File: config.mk
export PLATFORM = sky130hd
export DESIGN_NAME = dsp_mac_seq_flat
export DESIGN_NICKNAME = d
export VERILOG_FILES = /design/src/rtl/dsp_mac_seq_if.sv /design/src/rtl/dsp_mac_seq.sv /design/src/flat_wrapper.sv
export SDC_FILE = /design/constraint.sdc
export NUM_CORES = 1
export LEC_CHECK = 0
export CAP_MARGIN = 20
export CORE_MARGIN = 3
export CORE_UTILIZATION = 35
export CTS_CLUSTER_DIAMETER = 120
export CTS_CLUSTER_SIZE = 10
export DETAILED_ROUTE_END_ITERATION = 10
export GPL_TIMING_DRIVEN = 0
export PLACE_DENSITY_LB_ADDON = 0.15
export SKIP_CTS_REPAIR_TIMING = 1
export SLEW_MARGIN = 10
export SYNTH_ARGS = -nofsm -noshare
export SYNTH_HDL_FRONTEND = slang
export SYNTH_SLANG_ARGS = --single-unit
File: constraint.sdc
create_clock -name clk -period 3.44 [get_ports clk]
set_input_delay 0.344 -clock clk [delete_from_list [all_inputs] [get_ports clk]]
set_output_delay 0.344 -clock clk [all_outputs]
set_load 0.01 [all_outputs]
File: src/rtl/dsp_mac_seq_if.sv
// Operand stream and result handshake between a client and the dot-product sequencer.
// The client uses the master modport and the sequencer uses the slave modport.
interface dsp_mac_seq_if #(
  parameter int B_WIDTH = 18
);
  logic                      in_valid;
  logic                      in_ready;
  logic signed [24:0]        in_a;
  logic signed [B_WIDTH-1:0] in_b;
  logic                      res_valid;
  logic                      res_ready;
  logic [47:0]               res_data;

  modport master (
    output in_valid, in_a, in_b, res_ready,
    input  in_ready, res_valid, res_data
  );

  modport slave (
    input  in_valid, in_a, in_b, res_ready,
    output in_ready, res_valid, res_data
  );
endinterface

File: src/rtl/dsp_mac_seq.sv
// Sequencer that drives a DSP slice (A/B/M/P registers) to accumulate sum(a_i*b_i) in P,
// then returns the final 48-bit P value over a valid/ready result port.
module dsp_mac_seq #(
  parameter int LEN_WIDTH = 8,
  parameter int A_WIDTH   = 30,
  parameter int B_WIDTH   = 18
) (
  input  logic                 clk,
  input  logic                 rstn,
  input  logic                 start,
  input  logic [LEN_WIDTH-1:0] len,
  output logic                 busy,
  dsp_mac_seq_if.slave         bus,
  output logic [A_WIDTH-1:0]   dsp_a,
  output logic [B_WIDTH-1:0]   dsp_b,
  output logic                 dsp_cea2,
  output logic                 dsp_ceb2,
  output logic                 dsp_cem,
  output logic                 dsp_cep,
  output logic [6:0]           dsp_opmode,
  output logic [3:0]           dsp_alumode,
  output logic [2:0]           dsp_carryinsel,
  input  logic [47:0]          dsp_p
);
  // Stage 1 = M register loaded, 2 = P register loaded, 3 = P visible on dsp_p.
  localparam int STAGES = 3;

  localparam logic [6:0] OP_LOAD = 7'b000_01_01;  // P = M
  localparam logic [6:0] OP_ACC  = 7'b010_01_01;  // P = P + M

  typedef enum logic [1:0] {IDLE, RUN, DRAIN, OUT} state_t;

  state_t               state_q, state_d;
  logic [LEN_WIDTH-1:0] cnt_q;
  logic                 first_q;
  logic [47:0]          res_q;

  logic [STAGES:1] vld_pipe;
  logic [STAGES:1] first_pipe;
  logic [STAGES:1] last_pipe;

  logic fire, fire_first, fire_last, accept, capture;

  assign bus.in_ready = (state_q == RUN);
  assign fire         = bus.in_valid && bus.in_ready;
  assign fire_first   = fire && first_q;
  assign fire_last    = fire && (cnt_q == LEN_WIDTH'(1));
  assign accept       = (state_q == IDLE) && start && (len != '0);
  assign capture      = (state_q == DRAIN) && last_pipe[STAGES];

  // Next-state and status outputs
  always_comb begin
    state_d       = state_q;
    busy          = (state_q != IDLE);
    bus.res_valid = 1'b0;
    case (state_q)
      IDLE:    if (accept) state_d = RUN;
      RUN:     if (fire_last) state_d = DRAIN;
      DRAIN:   if (capture) state_d = OUT;
      OUT: begin
        bus.res_valid = 1'b1;
        if (bus.res_ready) state_d = IDLE;
      end
      default: state_d = IDLE;
    endcase
  end

  always_ff @(posedge clk) begin
    if (!rstn) state_q <= IDLE;
    else       state_q <= state_d;
  end

  always_ff @(posedge clk) begin
    if (!rstn) begin
      cnt_q   <= '0;
      first_q <= 1'b0;
    end else if (accept) begin
      cnt_q   <= len;
      first_q <= 1'b1;
    end else if (fire) begin
      cnt_q   <= cnt_q - LEN_WIDTH'(1);
      first_q <= 1'b0;
    end
  end

  // Stages never stall: tags simply follow the pair down the slice pipeline.
  always_ff @(posedge clk) begin
    if (!rstn) begin
      vld_pipe   <= '0;
      first_pipe <= '0;
      last_pipe  <= '0;
    end else begin
      vld_pipe   <= {vld_pipe[STAGES-1:1], fire};
      first_pipe <= {first_pipe[STAGES-1:1], fire_first};
      last_pipe  <= {last_pipe[STAGES-1:1], fire_last};
    end
  end

  always_ff @(posedge clk) begin
    if (!rstn)        res_q <= '0;
    else if (capture) res_q <= dsp_p;
  end

  assign bus.res_data = res_q;

  // Slice drive: A/B captured on fire, M and P enables follow the stage valids.
  assign dsp_a          = {{(A_WIDTH-25){bus.in_a[24]}}, bus.in_a};
  assign dsp_b          = bus.in_b;
  assign dsp_cea2       = fire;
  assign dsp_ceb2       = fire;
  assign dsp_cem        = vld_pipe[1];
  assign dsp_cep        = vld_pipe[2];
  // Z=0 on the first product makes any stale P from before reset irrelevant.
  assign dsp_opmode     = vld_pipe[2] ? (first_pipe[2] ? OP_LOAD : OP_ACC) : 7'b0;
  assign dsp_alumode    = 4'b0000;
  assign dsp_carryinsel = 3'b000;
endmodule
File: src/flat_wrapper.sv
// flat-port wrapper written by rule: the top's interface ports become plain ports
module dsp_mac_seq_flat 
#(
  parameter int LEN_WIDTH = 8,
  parameter int A_WIDTH   = 30,
  parameter int B_WIDTH   = 18
)
  (clk, rstn, start, len, busy, dsp_a, dsp_b, dsp_cea2, dsp_ceb2, dsp_cem, dsp_cep, dsp_opmode, dsp_alumode, dsp_carryinsel, dsp_p, bus_in_valid, bus_in_a, bus_in_b, bus_res_ready, bus_in_ready, bus_res_valid, bus_res_data);
  dsp_mac_seq_if #(.B_WIDTH(B_WIDTH)) bus_i ();
  input  logic clk;
  input  logic rstn;
  input  logic start;
  input  logic [LEN_WIDTH-1:0] len;
  output logic busy;
  output logic [A_WIDTH-1:0] dsp_a;
  output logic [B_WIDTH-1:0] dsp_b;
  output logic dsp_cea2;
  output logic dsp_ceb2;
  output logic dsp_cem;
  output logic dsp_cep;
  output logic [6:0] dsp_opmode;
  output logic [3:0] dsp_alumode;
  output logic [2:0] dsp_carryinsel;
  input  logic [47:0] dsp_p;
  input wire logic [$bits(bus_i.in_valid)-1:0] bus_in_valid;
  input wire logic [$bits(bus_i.in_a)-1:0] bus_in_a;
  input wire logic [$bits(bus_i.in_b)-1:0] bus_in_b;
  input wire logic [$bits(bus_i.res_ready)-1:0] bus_res_ready;
  output wire logic [$bits(bus_i.in_ready)-1:0] bus_in_ready;
  output wire logic [$bits(bus_i.res_valid)-1:0] bus_res_valid;
  output wire logic [$bits(bus_i.res_data)-1:0] bus_res_data;
  assign bus_i.in_valid = bus_in_valid;
  assign bus_i.in_a = bus_in_a;
  assign bus_i.in_b = bus_in_b;
  assign bus_i.res_ready = bus_res_ready;
  assign bus_in_ready = bus_i.in_ready;
  assign bus_res_valid = bus_i.res_valid;
  assign bus_res_data = bus_i.res_data;
  dsp_mac_seq #(.LEN_WIDTH(LEN_WIDTH), .A_WIDTH(A_WIDTH), .B_WIDTH(B_WIDTH)) u_core (.clk(clk), .rstn(rstn), .start(start), .len(len), .busy(busy), .bus(bus_i), .dsp_a(dsp_a), .dsp_b(dsp_b), .dsp_cea2(dsp_cea2), .dsp_ceb2(dsp_ceb2), .dsp_cem(dsp_cem), .dsp_cep(dsp_cep), .dsp_opmode(dsp_opmode), .dsp_alumode(dsp_alumode), .dsp_carryinsel(dsp_carryinsel), .dsp_p(dsp_p));
endmodule
==> results of run 1 <==
==> per-layer routing <==
metal | vias to the layer above | global-route usage, % | wire length, um
met3 | 4 | 5.29 | 694
met1 | 1331 | 20.0 | 3500
met5 | - | 0 | 0
met2 | 122 | 30.1 | 4300
met4 | 0 | 6.20 | 80
li1 | 1492 | - | -
==> through the flow <==
stage          cells  hold slack, ns  power, uW
2_1_floorplan    379           0.412       1200
3_5_place_dp     650           0.424       1440
4_1_cts          666           0.441       2090
3_3_place_gp     650           0.418       1430
6_report         666           0.436       2070
5_1_grt          666           0.464       2180
==> synth_stat cells (2+ instances only) <==
master      n  share of area, %
a21oi_1    52               8.7
nor2_1     10               1.3
a21oi_2     2              0.59
ha_1        6               2.5
inv_1       9               1.1
xor2_1      3              0.88
clkbuf_1   15               1.9
buf_4      62                16
dfxtp_1    66                44
o21ai_0     3              0.50
nand3_1     3              0.50
or4_4       2              0.75
and2_1      5               1.0
nand2_1   105                13
xnor2_1     3              0.88
a211oi_1    2              0.50
==> registers in the layout (all words and copies together), names as in the netlist <==
| register | count |
|---|---|
| u_core.bus.res_data | 48 |
| u_core.cnt_q | 8 |
| u_core.first_pipe | 2 |
| u_core.first_q | 1 |
| u_core.last_pipe | 3 |
| u_core.state_q | 2 |
| u_core.vld_pipe | 2 |
==> power breakdown <==
part           internal (uW)  leakage, uW  total [uW]  switching, uW
clock network            352     0.000103         640            288
registers                812     0.000534         857           44.3
logic                    321      0.00129         569            247
==> final cells by class <==
type | instances | area [um2] | share of cell area (%)
clock inverter | 5 | 53.8 | 1.07
sequential | 66 | 1320 | 26.4
inverter | 10 | 37.5 | 0.749
buffer | 79 | 537 | 10.7
clock buffer | 11 | 141 | 2.82
multi-input combinational | 224 | 1130 | 22.5
tap | 105 | 131 | 2.62
timing repair buffer | 166 | 1660 | 33.2
==> cell usage in the layout (no fill, tap or decap), types with 2 or more instances in the layout <==
master and count:
ha_1 6, xor2_1 3, clkbuf_8 10, a21oi_1 52
clkdlybuf4s50_1 166, or4_4 2, clkinv_2 3, conb_1 11
clkbuf_1 16, nand2_1 105, dfxtp_1 66, nand3_1 3
buf_4 62, nor2_1 10, xnor2_1 3, a211oi_1 2
o21ai_0 3, and2_1 5, inv_1 9, a21oi_2 2
==> critical path, cell delays in order, from the launching register on <==
cell,delay [ns]
dfxtp_1,0.34
inv_1,0.08
ha_1,0.24
nand2_1,0.11
inv_1,0.21
buf_4,0.15
clkdlybuf4s50_1,0.53
==> logic make-up after synthesis <==
logic type	count (synthesis)
simple gates	132
mux	1
other cells	1
compound gates	68
fa+ha+maj	6
buf+inv	89
flops	66
xor+xnor	6
==> final timing paths <==
check | endpoint | slack, ns | cells past startpoint | start
setup / recovery | dsp_ceb2 | 1.11 | 6 | u_core.state_q[1]$_SDFFE_PN0P_
hold / removal | u_core.first_pipe[2]$_SDFF_PN0_ | 0.44 | 1 | u_core.first_pipe[1]$_SDFF_PN0_
setup reg to reg | u_core.bus.res_data[0]$_SDFFE_PN0P_ | 1.50 | 7 | u_core.state_q[0]$_SDFFE_PN0P_
hold reg to reg | u_core.first_pipe[2]$_SDFF_PN0_ | 0.44 | 1 | u_core.first_pipe[1]$_SDFF_PN0_
==> flow_summary_export.csv, run 1 <==
group,metric,value,unit
outcome,status,"finished, final reports clean",
synth,syn_avg_cell_area,8.09,um2
synth,synth_xor_area_share,1.76,%
cts,cts_root_buffer,"clkbuf_8",
cts,numCtsBuffers,9,
sta,worst_slew_pin_slew,0.542,ns
setup_path,startpoint_type,"flip-flop",
synth,seq_area_frac_synth,44.2,%
routing,antenna_violating_nets_post_route,0,
power_and_ir_drop,power.density,412,mW/mm2
die,die_w,98.4,um
cells_and_area,area_growth,67.8,%
global_routing,antenna_found_initial,0,
synth,ys_warn_count,0,
sta,finalSetupViolCount,0,
cts,insertion_delay,0.33,ns
synth,synthMuxAreaShare,0.335,%
place,port_buffers,166,
cts,clk_path_buf_depth,2,
die,row_count,33,
cells_and_area,utilization,60.7,%
routing,avgRoutedWirePerCell,12.9,um
sta,hold_viol_final,0,
sta,slew-limit-headroom,63.9,%
power_and_ir_drop,irDropWorstVdd,0.000216,V
synth,synthArstFlopShare,0,%
sta,setup_ws,1.11,ns
worst_hold_path,hold_class,"flip-flop to flip-flop",
synth,synth_edf_count,0,
global_routing,grt_max_degree,12,
sta,clock_skew,0.0101,ns
cts,clock-sinks,66,
global_routing,gr-total-overflow,0,
sta,fmax,428,MHz
routing,first_iter_violations,71,
cts,cts_htree_levels,3,
setup_path,required,3.10,ns
synth,syn_inst,369,
place,place_congestion,0.790,
sta,maxSlewViolCount,0,
cells_and_area,nFillCells,739,
setup_path,end_kind,"output port",
die,start_util,36.2,%
cts,cts_tree,"built",
cells_and_area,antenna_cells,0,
routing,drcViolationCount,0,
synth,syn_area,0.00299,mm2
synth,synth-compound-area-share,13.1,%
routing,vias,2949,
setup_path,cp.arrival,1.99,ns
cells_and_area,nets,666,
job,drv_cap,0,
synth,synth_top_family_by_area,"buffers and inverters",
cts,clk_pin_slew,0.07,ns
setup_path,critPathMaxFanout,7,
global_routing,grt_pass1_vias,2854,
place,place_area,0.00482,mm2
sta,rsz0062_at_grt,"no",
die,core,0.00826,mm2
sta,fin_crit_sh,67.9,%
cells_and_area,drive_gt1_share,15.3,%
die,die_area,0.00968,mm2
synth,synth_fa_ha_area_share,2.51,%
synth,synth-seq-cells,66,
routing,vias_per_cell,4.43,
sta,setup_tns,0,ns
global_routing,grt_pass1_wl,13600,um
synth,synthSimpleGateAreaFrac,18.7,%
place,dpl.hpwl,6810,um
synth,synth_cell_type_count,37,
routing,dr.pass1.iters,4,
sta,fin_crit,2.33,ns
synth,synth_flop_cell,"dfxtp_1",
die,chipHeight,98.4,um
routing,wirelength,8570,um
cells_and_area,final_area,0.00501,mm2
setup_path,criticalPathCategory,"flip-flop to output port",
place,pre_cts_ws,1.21,ns
global_routing,grt_use_total,17.3,%
die,ios,221,
power_and_ir_drop,cellLeakagePower,0.00193,uW
No activity file was read; power rests on OpenSTA's default activity.
==> inputs of run 2 (changes only) <==
--- a/config.mk
+++ b/config.mk
@@ -7,7 +7,7 @@
 export LEC_CHECK = 0
 export CAP_MARGIN = 20
 export CORE_MARGIN = 3
-export CORE_UTILIZATION = 35
+export CORE_UTILIZATION = 31
 export CTS_CLUSTER_DIAMETER = 120
 export CTS_CLUSTER_SIZE = 10
 export DETAILED_ROUTE_END_ITERATION = 10
==> constraint.sdc (replaced) <==
create_clock -name clk -period 2.1 [get_ports clk]
set_input_delay 0.21 -clock clk [delete_from_list [all_inputs] [get_ports clk]]
set_output_delay 0.21 -clock clk [all_outputs]
set_load 0.01 [all_outputs]
==> flow_summary_export.csv, run 2 (same netlist as run 1, synthesis figures left out) <==
group,metric,value,unit
outcome,status,"finished, final reports clean",
place,dpl.cell_count,674,
die,die_area,0.0108,mm2
sta,slew-limit-headroom,65.6,%
sta,clock_skew,0.00771,ns
setup_path,cpMaxStageDelayCell,"clkdlybuf4s50_1",
global_routing,grt_use_total,15.2,%
die,chipHeight,104,um
cts,clk_pin_slew,0.08,ns
power_and_ir_drop,irDropWorstVdd,0.000457,V
sta,fin_crit_sh,94.2,%
cts,clk_path_buf_depth,2,
routing,dr.pass1.iters,5,
sta,finalSetupViolCount,0,
cts,insertion_delay,0.33,ns
setup_path,crit_family,"buffers and inverters",
setup_path,cp.arrival,1.77,ns
global_routing,gr-total-overflow,0,
cts,cts_htree_levels,3,
setup_path,critPathMaxFanout,7,
worst_hold_path,hold_class,"input pin to flip-flop",
cells_and_area,nFillCells,935,
job,drv_cap,0,
sta,timing.hold.ws,0.422,ns
sta,rsz0062_at_grt,"no",
place,place_congestion,0.734,
sta,hold_viol_final,0,
cells_and_area,layout_common_cells,"165 x clkdlybuf4s50_1, 105 x nand2_1, 65 x dfxtp_1, 63 x buf_4, 52 x a21oi_1",
power_and_ir_drop,p_seq_share,39.7,%
die,start_util,32.2,%
global_routing,grtUsageMet1,17.6,%
sta,setup_tns,0,ns
cells_and_area,layout_commonest_cell,"clkdlybuf4s50_1",
setup_path,end_kind,"output port",
sta,fmax,505,MHz
setup_path,required,1.89,ns
die,ios,221,
power_and_ir_drop,p_switching,983,uW
global_routing,grt_max_degree,12,
cts,clock-sinks,66,
routing,wirelength,8430,um
cells_and_area,largest_register_ffs,48,
setup_path,startpoint_type,"flip-flop",
cells_and_area,area_growth,70.5,%
die,core,0.00928,mm2
global_routing,grt.busiest_layer,"met2",
setup_path,crit_path_max_incr_delay,0.52,ns
global_routing,grt_use_met2,26.7,%
routing,drcViolationCount,0,
cts,cts_tree,"built",
die,row_count,35,
global_routing,antenna_found_initial,0,
power_and_ir_drop,pwr-share-comb,27.0,%
power_and_ir_drop,intPower,2570,uW
cells_and_area,drive_gt1_share,16.6,%
cells_and_area,nets,667,
cells_and_area,final_cells,690,
setup_path,criticalPathCategory,"flip-flop to output port",
sta,maxSlewViolCount,0,
cells_and_area,regArea,0.00132,mm2
global_routing,grt_pass1_wl,13300,um
routing,antenna_violating_nets_post_route,0,
cells_and_area,multi_input_area,0.00114,mm2
routing,avgRoutedWirePerCell,12.2,um
place,dpl.hpwl,6730,um
cells_and_area,antenna_cells,0,
setup_path,crit_chain,"ha_4 > nand2_1 > inv_2 > buf_4 > clkdlybuf4s50_1",
setup_path,timing.critical_path.buf_inv,3,
global_routing,grt_pass1_vias,2728,
die,die_w,104,um
cts,cts_root_buffer,"clkbuf_8",
routing,vias,2898,
power_and_ir_drop,cellLeakagePower,0.00196,uW
routing,first_iter_violations,65,
cts,numCtsBuffers,9,
global_routing,grtUsageMet3,5.09,%
power_and_ir_drop,p_sw_share,27.6,%
sta,worst_slew_pin_slew,0.516,ns
routing,vias_per_cell,4.20,
place,port_buffers,166,
sta,fin_crit,1.98,ns
power_and_ir_drop,power.density,698,mW/mm2
power_and_ir_drop,clkPwrFrac,33.3,%
[run 2: changes by cell type in the layout (fill, tap and decap cells not counted), moves of 2 or more]
cell      previous run  this run
clkinv_2             3         0
clkbuf_1            16        13
clkbuf_2             0         3
inv_2                1         3
inv_1                9         7
[run 2: final timing paths]
check	cells past startpoint	slack, ns	endpoint	start
min	3	0.42	u_core.bus.res_data[3]$_SDFFE_PN0P_	dsp_p[3]
max	5	0.12	dsp_ceb2	u_core.state_q[0]$_SDFFE_PN0P_
min reg2reg	1	0.44	u_core.last_pipe[2]$_SDFF_PN0_	u_core.last_pipe[1]$_SDFF_PN0_
max reg2reg	7	0.19	u_core.bus.res_data[10]$_SDFFE_PN0P_	u_core.state_q[0]$_SDFFE_PN0P_
[run 2: through the flow]
| step | total power (uW) | setup WS (ns) | utilization (%) | area [um2] |
|---|---|---|---|---|
| final | 3550 | 0.121 | 54.9 | 5090 |
| after global placement | 2350 | 0.169 | 52.2 | 4850 |
| after CTS | 3570 | -0.141 | 54.6 | 5060 |
| after global routing | 3750 | 0.00697 | 54.9 | 5090 |
| after detailed placement | 2370 | 0.112 | 52.2 | 4850 |
| after floorplan | 1970 | 0.561 | - | 3020 |
[run 2: layout make-up]
class,instances,area share (%)
Buffer,79,10.6
Clock buffer,11,2.78
Clock inverter,4,1.50
Inverter,10,0.737
Multi-Input combinational cell,224,22.4
Sequential cell,66,26.0
Tap cell,129,3.17
Timing Repair Buffer,167,32.8
[run 2: power groups by stage]
stage	clock network, uW	registers (uW)	logic [uW]
floorplan	0	1420	553
global placement	0	1430	923
detailed placement	0	1430	935
CTS	1220	1400	943
global route	1290	1420	1050
finish	1190	1410	958
[run 2: metal layers]
metal | share of wire, % | wire (um)
met3 | 7.0 | 587
met2 | 51 | 4330
met1 | 41 | 3480
met5 | 0 | 0
met4 | 0.37 | 31
[run 2: worst reg2reg max path, cell delays in order (launching register included)]
cell and delay (ns):
dfxtp_1 0.40, inv_1 0.10, ha_1 0.25, nand2_1 0.12, clkbuf_1 0.39, clkbuf_2 0.31, nand2_1 0.09, a21oi_1 0.16
==> inputs of run 3 (changes only) <==
--- a/config.mk
+++ b/config.mk
@@ -13,6 +13,7 @@
 export DETAILED_ROUTE_END_ITERATION = 10
 export GPL_TIMING_DRIVEN = 0
 export PLACE_DENSITY_LB_ADDON = 0.15
+export SETUP_SLACK_MARGIN = 0.3
 export SKIP_CTS_REPAIR_TIMING = 1
 export SLEW_MARGIN = 10
 export SYNTH_ARGS = -nofsm -noshare
==> flow_summary_export.csv, run 3 (same netlist as run 1, synthesis figures left out) <==
group,metric,value,unit
setup_path,criticalPathCategory,"flip-flop to flip-flop",
place,pre_cts_ws,0.112,ns
cts,cts_tree,"built",
setup_path,regToRegEndpoint,"u_core.bus.res_data[10]$_SDFFE_PN0P_",
setup_path,worst-r2r-cell-count,7,
die,core,0.00928,mm2
worst_hold_path,min_from,"dsp_p[3]",
sta,fin_crit_sh,79.1,%
place,port_buffers,166,
global_routing,grt_pass1_wl,13300,um
place,place_area,0.00485,mm2
cts,clk_path_buf_depth,2,
routing,vias_per_cell,4.23,
setup_path,r2r_setup_slack,0.44,ns
power_and_ir_drop,power.density,696,mW/mm2
global_routing,antenna_found_initial,0,
die,row_count,35,
cells_and_area,layout_common_cells,"163 x clkdlybuf4s50_1, 105 x nand2_1, 64 x dfxtp_1, 63 x buf_4, 52 x a21oi_1",
setup_path,end_kind,"flip-flop",
routing,avgRoutedWirePerCell,12.2,um
routing,first_iter_violations,72,
setup_path,r2r_start,"u_core.state_q[0]$_SDFFE_PN0P_",
cells_and_area,nFillCells,929,
sta,setup_ws,0.440,ns
sta,fmax,602,MHz
global_routing,grt_pass1_vias,2728,
sta,clock_skew,0.00859,ns
cts,numCtsBuffers,9,
job,drv_cap,0,
cells_and_area,drive_gt1_share,17.5,%
routing,antenna_violating_nets_post_route,0,
cells_and_area,final_area,0.00511,mm2
place,place_congestion,0.734,
die,ios,221,
power_and_ir_drop,cellLeakagePower,0.00200,uW
die,die_w,104,um
sta,hold_viol_final,0,
sta,fin_crit,1.66,ns
sta,worst_slew_pin_slew,0.511,ns
cts,cts_htree_levels,3,
setup_path,startpoint,"u_core.state_q[0]$_SDFFE_PN0P_",
worst_hold_path,hold_class,"input pin to flip-flop",
routing,dr.pass1.iters,4,
global_routing,grt_max_degree,12,
sta,maxSlewViolCount,0,
global_routing,gr-total-overflow,0,
sta,finalSetupViolCount,0,
setup_path,critPathMaxFanout,10,
outcome,status,"finished, final reports clean",
cts,clk_pin_slew,0.08,ns
cells_and_area,nets,667,
place,dpl.hpwl,6730,um
sta,slew-limit-headroom,65.9,%
sta,setup_tns,0,ns
cts,clock-sinks,66,
die,chipHeight,104,um
cells_and_area,layout_commonest_cell,"clkdlybuf4s50_1",
cells_and_area,area_growth,71.1,%
cts,insertion_delay,0.34,ns
die,start_util,32.2,%
routing,wirelength,8450,um
sta,rsz0062_at_grt,"no",
setup_path,startpoint_type,"flip-flop",
routing,vias,2921,
power_and_ir_drop,irDropWorstVdd,0.000416,V
routing,drcViolationCount,0,
cts,cts_root_buffer,"clkbuf_8",
setup_path,cp.arrival,1.92,ns
cells_and_area,antenna_cells,0,
setup_path,required,2.36,ns
die,die_area,0.0108,mm2
cells_and_area,largest_register_ffs,48,
global_routing,grt_use_total,15.2,%
setup_path,worstSetupEndpoint,"u_core.bus.res_data[10]$_SDFFE_PN0P_",
run 3: how the worst min path moves through the flow:
stage / end / slack, ns / cells past startpoint
6_report: u_core.bus.res_data[3]$_SDFFE_PN0P_ / 0.42 / 3
5_1_grt: u_core.bus.res_data[0]$_SDFFE_PN0P_ / 0.40 / 3
4_1_cts: u_core.bus.res_data[3]$_SDFFE_PN0P_ / 0.40 / 3
3_5_place_dp: u_core.last_pipe[2]$_SDFF_PN0_ / 0.42 / 1
3_3_place_gp: u_core.last_pipe[2]$_SDFF_PN0_ / 0.42 / 1
2_1_floorplan: u_core.bus.res_data[0]$_SDFFE_PN0P_ / 0.35 / 2
run 3: where the power goes:
part / internal, uW / switching, uW / total, uW / leakage [uW]
logic: 542 / 415 / 957 / 0.00136
registers: 1330 / 77.9 / 1410 / 0.000535
clock network: 697 / 491 / 1190 / 0.000106
total: 2570 / 983 / 3560 / 0.00200
run 3: layout make-up:
cell class,instances,area [um2],area share [%]
Timing Repair Buffer,167,1680,32.8
Sequential cell,66,1320,25.9
Multi-Input combinational cell,224,1140,22.4
Buffer,79,549,10.7
Tap cell,129,161,3.16
Clock buffer,11,141,2.77
Clock inverter,4,76.3,1.49
Inverter,10,37.5,0.735
run 3: routing by layer:
layer  vias up  GRT usage (%)  wire length, um
met2       115           26.7             4320
li1       1497              -                -
met4         0           3.99               61
met3         7           5.09              627
met1      1302           17.6             3440
met5         -              0                0
run 3: metrics by stage:
step | total power, uW | utilization (%) | cells | hold WS (ns)
final | 3560 | 55.0 | 690 | 0.418
after global routing | 3760 | 55.0 | 690 | 0.396
after CTS | 3570 | 54.6 | 689 | 0.401
after detailed placement | 2370 | 52.2 | 674 | 0.423
after global placement | 2350 | 52.2 | 674 | 0.416
after floorplan | 1970 | - | 379 | 0.346
run 3: worst max-delay path: stages, from the launching register on:
cell and delay, ns:
dfxtp_2 0.37, inv_1 0.08, ha_1 0.24, nand2_1 0.12, clkbuf_2 0.25, clkbuf_2 0.27, nand2_1 0.09, a21oi_1 0.17
